==> src/rtl/scan_mux.sv <==
// Scanning channel multiplexer: round-robin or manual channel selection with
// per-channel masking, registered data/valid, wrap pulse and select error flag.
module scan_mux #(
    parameter int DATA_W = 1,
    parameter int N_CH   = 4,
    localparam int SEL_W = (N_CH > 2) ? $clog2(N_CH) : 1
) (
    input  logic                     clk,
    input  logic                     reset,
    input  logic                     en,
    input  logic                     mode,
    input  logic [SEL_W-1:0]         man_sel,
    input  logic [N_CH-1:0]          ch_mask,
    input  logic [N_CH*DATA_W-1:0]   din,
    output logic [SEL_W-1:0]         sel,
    output logic [DATA_W-1:0]        dout,
    output logic                     valid,
    output logic                     wrap,
    output logic                     err
);

    logic [DATA_W-1:0] cur_data;
    logic              cur_en;
    logic              found_hi;
    logic              found_any;
    logic [SEL_W-1:0]  hi_idx;
    logic [SEL_W-1:0]  lo_idx;
    logic [SEL_W-1:0]  auto_next;
    logic              man_ok;

    // Data and mask bit of the currently selected channel.
    always_comb begin
        // NOTE: every combinational output gets a default first so no path can infer a latch.
        cur_data = '0;
        cur_en   = 1'b0;
        for (int k = 0; k < N_CH; k++) begin
            if (int'(sel) == k) begin
                cur_data = din[k*DATA_W +: DATA_W];
                cur_en   = ch_mask[k];
            end
        end
    end

    // Descending search leaves the smallest matching index in each result.
    always_comb begin
        found_hi  = 1'b0;
        found_any = 1'b0;
        hi_idx    = sel;
        lo_idx    = sel;
        for (int k = N_CH - 1; k >= 0; k--) begin
            if (ch_mask[k]) begin
                found_any = 1'b1;
                lo_idx    = SEL_W'(k);
                if (k > int'(sel)) begin
                    found_hi = 1'b1;
                    hi_idx   = SEL_W'(k);
                end
            end
        end
    end

    assign auto_next = found_hi ? hi_idx : lo_idx;
    assign man_ok    = int'(man_sel) < N_CH;

    // NOTE: state registers use non-blocking assignments so every flop samples pre-edge values.
    always_ff @(posedge clk or posedge reset) begin
        if (reset) begin
            sel   <= '0;
            dout  <= '0;
            valid <= 1'b0;
            wrap  <= 1'b0;
            err   <= 1'b0;
        end else if (en) begin
            // Masked channel: output zero rather than stale data.
            dout  <= cur_en ? cur_data : '0;
            valid <= cur_en;
            if (mode) begin
                wrap <= 1'b0;
                if (man_ok) begin
                    sel <= man_sel;
                    err <= 1'b0;
                end else begin
                    err <= 1'b1;
                end
            end else begin
                err <= 1'b0;
                if (found_any) begin
                    sel  <= auto_next;
                    wrap <= !found_hi;
                end else begin
                    wrap <= 1'b0;
                end
            end
        end else begin
            valid <= 1'b0;
        end
    end

endmodule
==> config.mk <==
export PLATFORM = sky130hd
export DESIGN_NAME = scan_mux
export DESIGN_NICKNAME = d
export VERILOG_FILES = /design/src/rtl/scan_mux.sv
export SDC_FILE = /design/constraint.sdc
export NUM_CORES = 1
export LEC_CHECK = 0
export BUFFER_PORTS_ARGS = -buffer_cell sky130_fd_sc_hd__buf_4
export CAP_MARGIN = 40
export CORE_UTILIZATION = 25
export CTS_BUF_LIST = sky130_fd_sc_hd__clkbuf_16
export CTS_CLUSTER_DIAMETER = 120
export DETAILED_ROUTE_END_ITERATION = 8
export PLACE_DENSITY_LB_ADDON = 0.3
export SYNTH_ARGS = -nofsm -noshare
export SYNTH_HDL_FRONTEND = slang
export SYNTH_SLANG_ARGS = --single-unit
==> constraint.sdc <==
create_clock -name clk -period 1.7 [get_ports clk]
set_input_delay 0.34 -clock clk [delete_from_list [all_inputs] [get_ports clk]]
set_output_delay 0.34 -clock clk [all_outputs]
set_load 0.01 [all_outputs]
# Word level (Yosys, flattened, before mapping)
# Cells that the tools add are included.
[word_totals]
reg_bits = 5
word_cells = 50
input_bits = 14
[op_classes]
n_eq_ne = 3
mux = 35
n_reduce_logical = 5
n_lt_le_gt_ge = 3
[op_table]
columns = ["operator", "n"]
rows = [
  ["2-bit 2-to-1 mux", 13],
  ["1-bit 2-to-1 mux", 22],
  ["6-bit nonzero test", 1],
  ["2-bit == test, second input constant", 2],
  ["2-bit greater-than comparator, first input constant", 2],
  ["3-bit AND reduction", 1],
  ["2-bit by 1-bit == test with 1-bit output, second input constant", 1],
  ["1-bit by 2-bit greater-than comparator with 1-bit output, first input constant", 1],
  ["2-bit logical NOT", 1],
  ["2-bit nonzero test", 1],
  ["1-bit logical NOT", 1],
]

# Depth between registers and ports, before layout
[logic_depth]
ltp_word = 10
mapped_depth = 4
depth_no_buf = 4

# Worst setup path before layout
# Ideal clock, no wire load.
[synth_timing]
kind = "input to register"
from = "input port ch_mask[2]"
to = "register sel[1]"
setup_time_ns = 0.126
path_slack_ns = 0.361
arrival_ns = 1.213
stages = 4
path_buffers = 0
path_cell_list = "or4_4 > o21ai_4 > and2b_1 > a21oi_2"
[synth_via]
elab_chain_len = 6
word_cells_on_any_way = 18
cone_classes = "mux: 15; reduce/logical: 3"
[synth_rtl]
columns = ["element", "line", "text"]
rows = [
  ["start: declaration", "13", "input logic [N_CH-1:0] ch_mask,"],
  ["2-bit 2-to-1 mux or 1-bit 2-to-1 mux (tied branches)", "51", "if (ch_mask[k]) begin"],
  ["2-bit 2-to-1 mux, or another cell as far along", "51", ""],
  ["2-bit 2-to-1 mux or 1-bit 2-to-1 mux (tied branches)", "51", ""],
  ["2-bit 2-to-1 mux", "62", "assign auto_next = found_hi ? hi_idx : lo_idx;"],
  ["2-bit 2-to-1 mux", "87", "if (found_any) begin"],
  ["2-bit 2-to-1 mux", "77", "if (mode) begin"],
  ["end signal: assignment", "80", "sel <= man_sel;"],
  ["end signal: assignment", "88", "sel <= auto_next;"],
  ["end: declaration", "15", "output logic [SEL_W-1:0] sel,"],
]
# Parallel ways exist; a longest one is shown, timed or not. The select of a mux whose other input is x is not followed.
# A chain may end at the register's enable or synchronous reset.

# Final worst setup path
[layout_timing]
from = "register sel[1]"
to = "register sel[0]"
[layout_via]
elab_chain_len = 10
word_cells_on_any_way = 20
cone_classes = "order compare: 3; mux: 15; reduce/logical: 2"
[layout_rtl]
columns = ["element", "line", "text"]
rows = [
  ["2-bit greater-than comparator", "54", "if (k > int'(sel)) begin"],
  ["2-bit 2-to-1 mux or 1-bit 2-to-1 mux (tied branches)", "54", ""],
  ["2-bit 2-to-1 mux or 1-bit 2-to-1 mux (tied branches)", "51", ""],
  ["2-bit 2-to-1 mux or 1-bit 2-to-1 mux (tied branches)", "54", ""],
  ["2-bit 2-to-1 mux or 1-bit 2-to-1 mux (tied branches)", "51", ""],
  ["2-bit 2-to-1 mux or 1-bit 2-to-1 mux (tied branches)", "54", ""],
  ["2-bit 2-to-1 mux or 1-bit 2-to-1 mux (tied branches)", "51", ""],
  ["2-bit 2-to-1 mux", "62", ""],
  ["2-bit 2-to-1 mux", "87", ""],
  ["2-bit 2-to-1 mux", "77", ""],
]
# Parallel ways exist; a longest one is shown, timed or not. The select of a mux whose other input is x is not followed.

==> metrics.yaml <==
setup_path:
  critPathMaxFanout: 7
  crit_start: "sel[1]$_DFFE_PP0P_"
  reg2reg_to: "sel[0]$_DFFE_PP0P_"
  critPathBufInv: 0
  cp-endpoint: "sel[0]$_DFFE_PP0P_"
  path_class: "reg2reg"
  startpoint_type: "flip-flop"
  arrival_ns: 1.42
  rr_worst_depth: 4
  max_stage_delay_ns: 0.45
  crit_required_ns: 1.79
  path_delay_family: "compound AO/OA/AOI/OAI gates"
  worstPathCellList: "nand2b_1, a21oi_1, a2111oi_0, o31ai_1"
  cp.depth: 4
  r2r-start: "sel[1]$_DFFE_PP0P_"
  endpoint_kind: "flip-flop"
  cp_slowest_cell: "dfrtp_1"
  r2r_slack_ns: 0.37
detailed_routing:
  drt-vias-per-instance: 4.83
  drcViolationCount: 0
  num_vias: 377
  first_pass_iters: 4
  ant_nets: 0
  wire_per_inst_um: 12.3
  routed_wl_um: 959
  dr.first_iter.drc_count: 4
power_and_ir_drop:
  p_seq_frac: 0.221
  p_clk_frac: 0.554
  powerDensity_nw_per_um2: 1100
  total_power_uw: 682
  switchingPower_uw: 154
  ir_drop_mv: 0.565
  switching_share: 0.226
  combPwrFrac: 0.226
  total_leakage_power_uw: 0.000291
  power.internal_uw: 528
yosys:
  seq_area_frac_synth: 0.329
  synth_cell_types: 25
  ys_seq_elements: 5
  synth_common_cells: "dfrtp_1 (5), a21oi_1 (4), inv_1 (4)"
  synth_ff_type: "dfrtp_1"
  syn_inst: 40
  syn_area_um2: 380
  avgSynthCellArea_um2: 9.51
  synth.area.top_cells: "dfrtp_1 (33%), mux4_1 (6.9%), mux4_2 (5.9%), a21oi_1 (5.3%), nand2b_1 (4.9%)"
  synth.net_count: 54
  synth_top_area_frac: 0.329
  yosys.area.top_type: "dfrtp_1"
  yosysMostFrequentCell: "dfrtp_1"
  synth_enable_flop_cells: 0
  async_flop_share: 1.00
  yosys_warnings: 0
clock_network:
  cts_tree: "done"
  worstSkewPairLatency_ns: 0.22
  h-tree-depth: 1
  clk_pin_slew_worst_paths_ns: 0.03
  cts.sinks: 5
  cts.path.max_buffers: 2
  root_buffer: "clkbuf_16"
  post_cts_buffers: 0
  cts_resized: 0
  cts_buffers: 3
  postCtsHoldBufs: 0
timing:
  period_needed_ns: 1.33
  finalHoldViolCount: 0
  rsz0062_at_grt: "false"
  min_period_over_period: 0.782
  drv_slew: 0
  hold_slack_ns: 0.0167
  setup_viol: 0
  fin_tns_setup_ns: 0
  clock.fmax_mhz: 752
  clock_skew_ns: 0.000394
floorplanning:
  core_area_um2: 1350
  dieHeight_um: 41.0
  start_util: 0.282
  rows: 13
  dieWidth_um: 41.0
  top_level_ports: 20
  die-area_um2: 1680
global_routing:
  grt_max_degree: 8
  antenna_found_initial: 0
  gr-usage-all-layers: 0.146
  first_global_vias: 338
  grt_overflow: 0
  grt_pass1_wl_um: 1540
flow_run:
  cap_viol_max_count: 0
placement:
  io_buffer_count: 18
  routabilityCongestion: 0.696
  dp_hpwl_um: 708
final_layout:
  antennaDiodeCount: 0
  layout-drive-gt1-share: 0.460
  nets: 78
  postLayoutCoreUtil: 0.460
  fillers: 134
  area_growth_pct: 63.2
worst_hold_path:
  hp-class: "in2async"
status:
  status: "finished, final reports clean"
## area by class of cell
type	count	area, um^2	share of cell area
clock buffers	3	75.1	0.121
clock inverters	1	3.75	0.00605
inverters	4	15.0	0.0242
multi-input cells	30	233	0.375
flip-flops and latches	5	125	0.202
well taps	15	18.8	0.0302
repair buffers	20	150	0.242
## cells in the final DEF, fill, tap and decap left out
| cell | n |
|---|---|
| o21ai_1 | 2 |
| nand4b_1 | 1 |
| a2111oi_0 | 1 |
| conb_1 | 1 |
| nor3b_1 | 1 |
| nor2b_1 | 1 |
| nand2_1 | 1 |
| nor2_1 | 2 |
| nand2b_1 | 3 |
| or4_4 | 1 |
| mux4_2 | 1 |
| buf_4 | 20 |
| a21oi_2 | 2 |
| o31ai_1 | 1 |
| or2_2 | 1 |
| inv_1 | 5 |
| and2b_1 | 1 |
| mux4_1 | 1 |
| o21ai_4 | 1 |
| a21oi_1 | 4 |
| o21ai_0 | 1 |
| and2_1 | 1 |
| o22ai_1 | 1 |
| nand3_1 | 1 |
| clkbuf_16 | 3 |
| dfrtp_1 | 5 |
## per-stage QoR
step / cells / setup WS, ns / instance area [um^2]
5_1_grt: 78 / 0.310 / 621
2_1_floorplan: 40 / 0.361 / 380
3_3_place_gp: 74 / 0.203 / 542
6_report: 78 / 0.370 / 621
3_5_place_dp: 74 / 0.170 / 542
4_1_cts: 78 / 0.382 / 621
## worst min-delay path by stage
stage,to,slack [ns],cells after the start,start
detailed placement,dout$_DFFE_PP0P_,0.25,2,reset
floorplan,dout$_DFFE_PP0P_,0.12,1,reset
finish,wrap$_DFFE_PP0P_,0.02,2,reset
global placement,valid$_DFF_PP0_,0.25,2,reset
global route,dout$_DFFE_PP0P_,0.04,2,reset
CTS,dout$_DFFE_PP0P_,0.02,2,reset
## worst register-to-register path, stage by stage (launching register included)
cell       delay [ns]
dfrtp_1          0.45
nand2b_1         0.14
a21oi_1          0.06
a2111oi_0        0.40
o31ai_1          0.14
## kinds of logic after synthesis
logic type	count (synthesis)	share of synthesized area
buf+inv	5	0.0592
mux	2	0.128
flops	5	0.329
other cells	1	0.00986
compound gates	13	0.240
simple gates	14	0.234
## power groups by stage
stage	Sequential [uW]	Combinational (uW)	Clock, uW
global placement	152	153	0
detailed placement	152	154	0
finish	150	154	378
CTS	151	156	383
floorplan	162	63.8	0
global route	154	171	394
## state kept, by name, indices dropped and copies added, names as in the netlist
signal,count
dout,1
sel,2
valid,1
wrap,1
## routing by layer
metal | wire length [um] | track usage | share of wire | vias up
li1 | - | - | - | 190
met1 | 427 | 0.172 | 0.45 | 170
met2 | 433 | 0.242 | 0.45 | 17
met3 | 98 | 0.0652 | 0.10 | 0
met4 | 0 | 0.0250 | 0 | 0
met5 | 0 | 0 | 0 | -
Note: power is estimated with default switching activity, not from simulation.
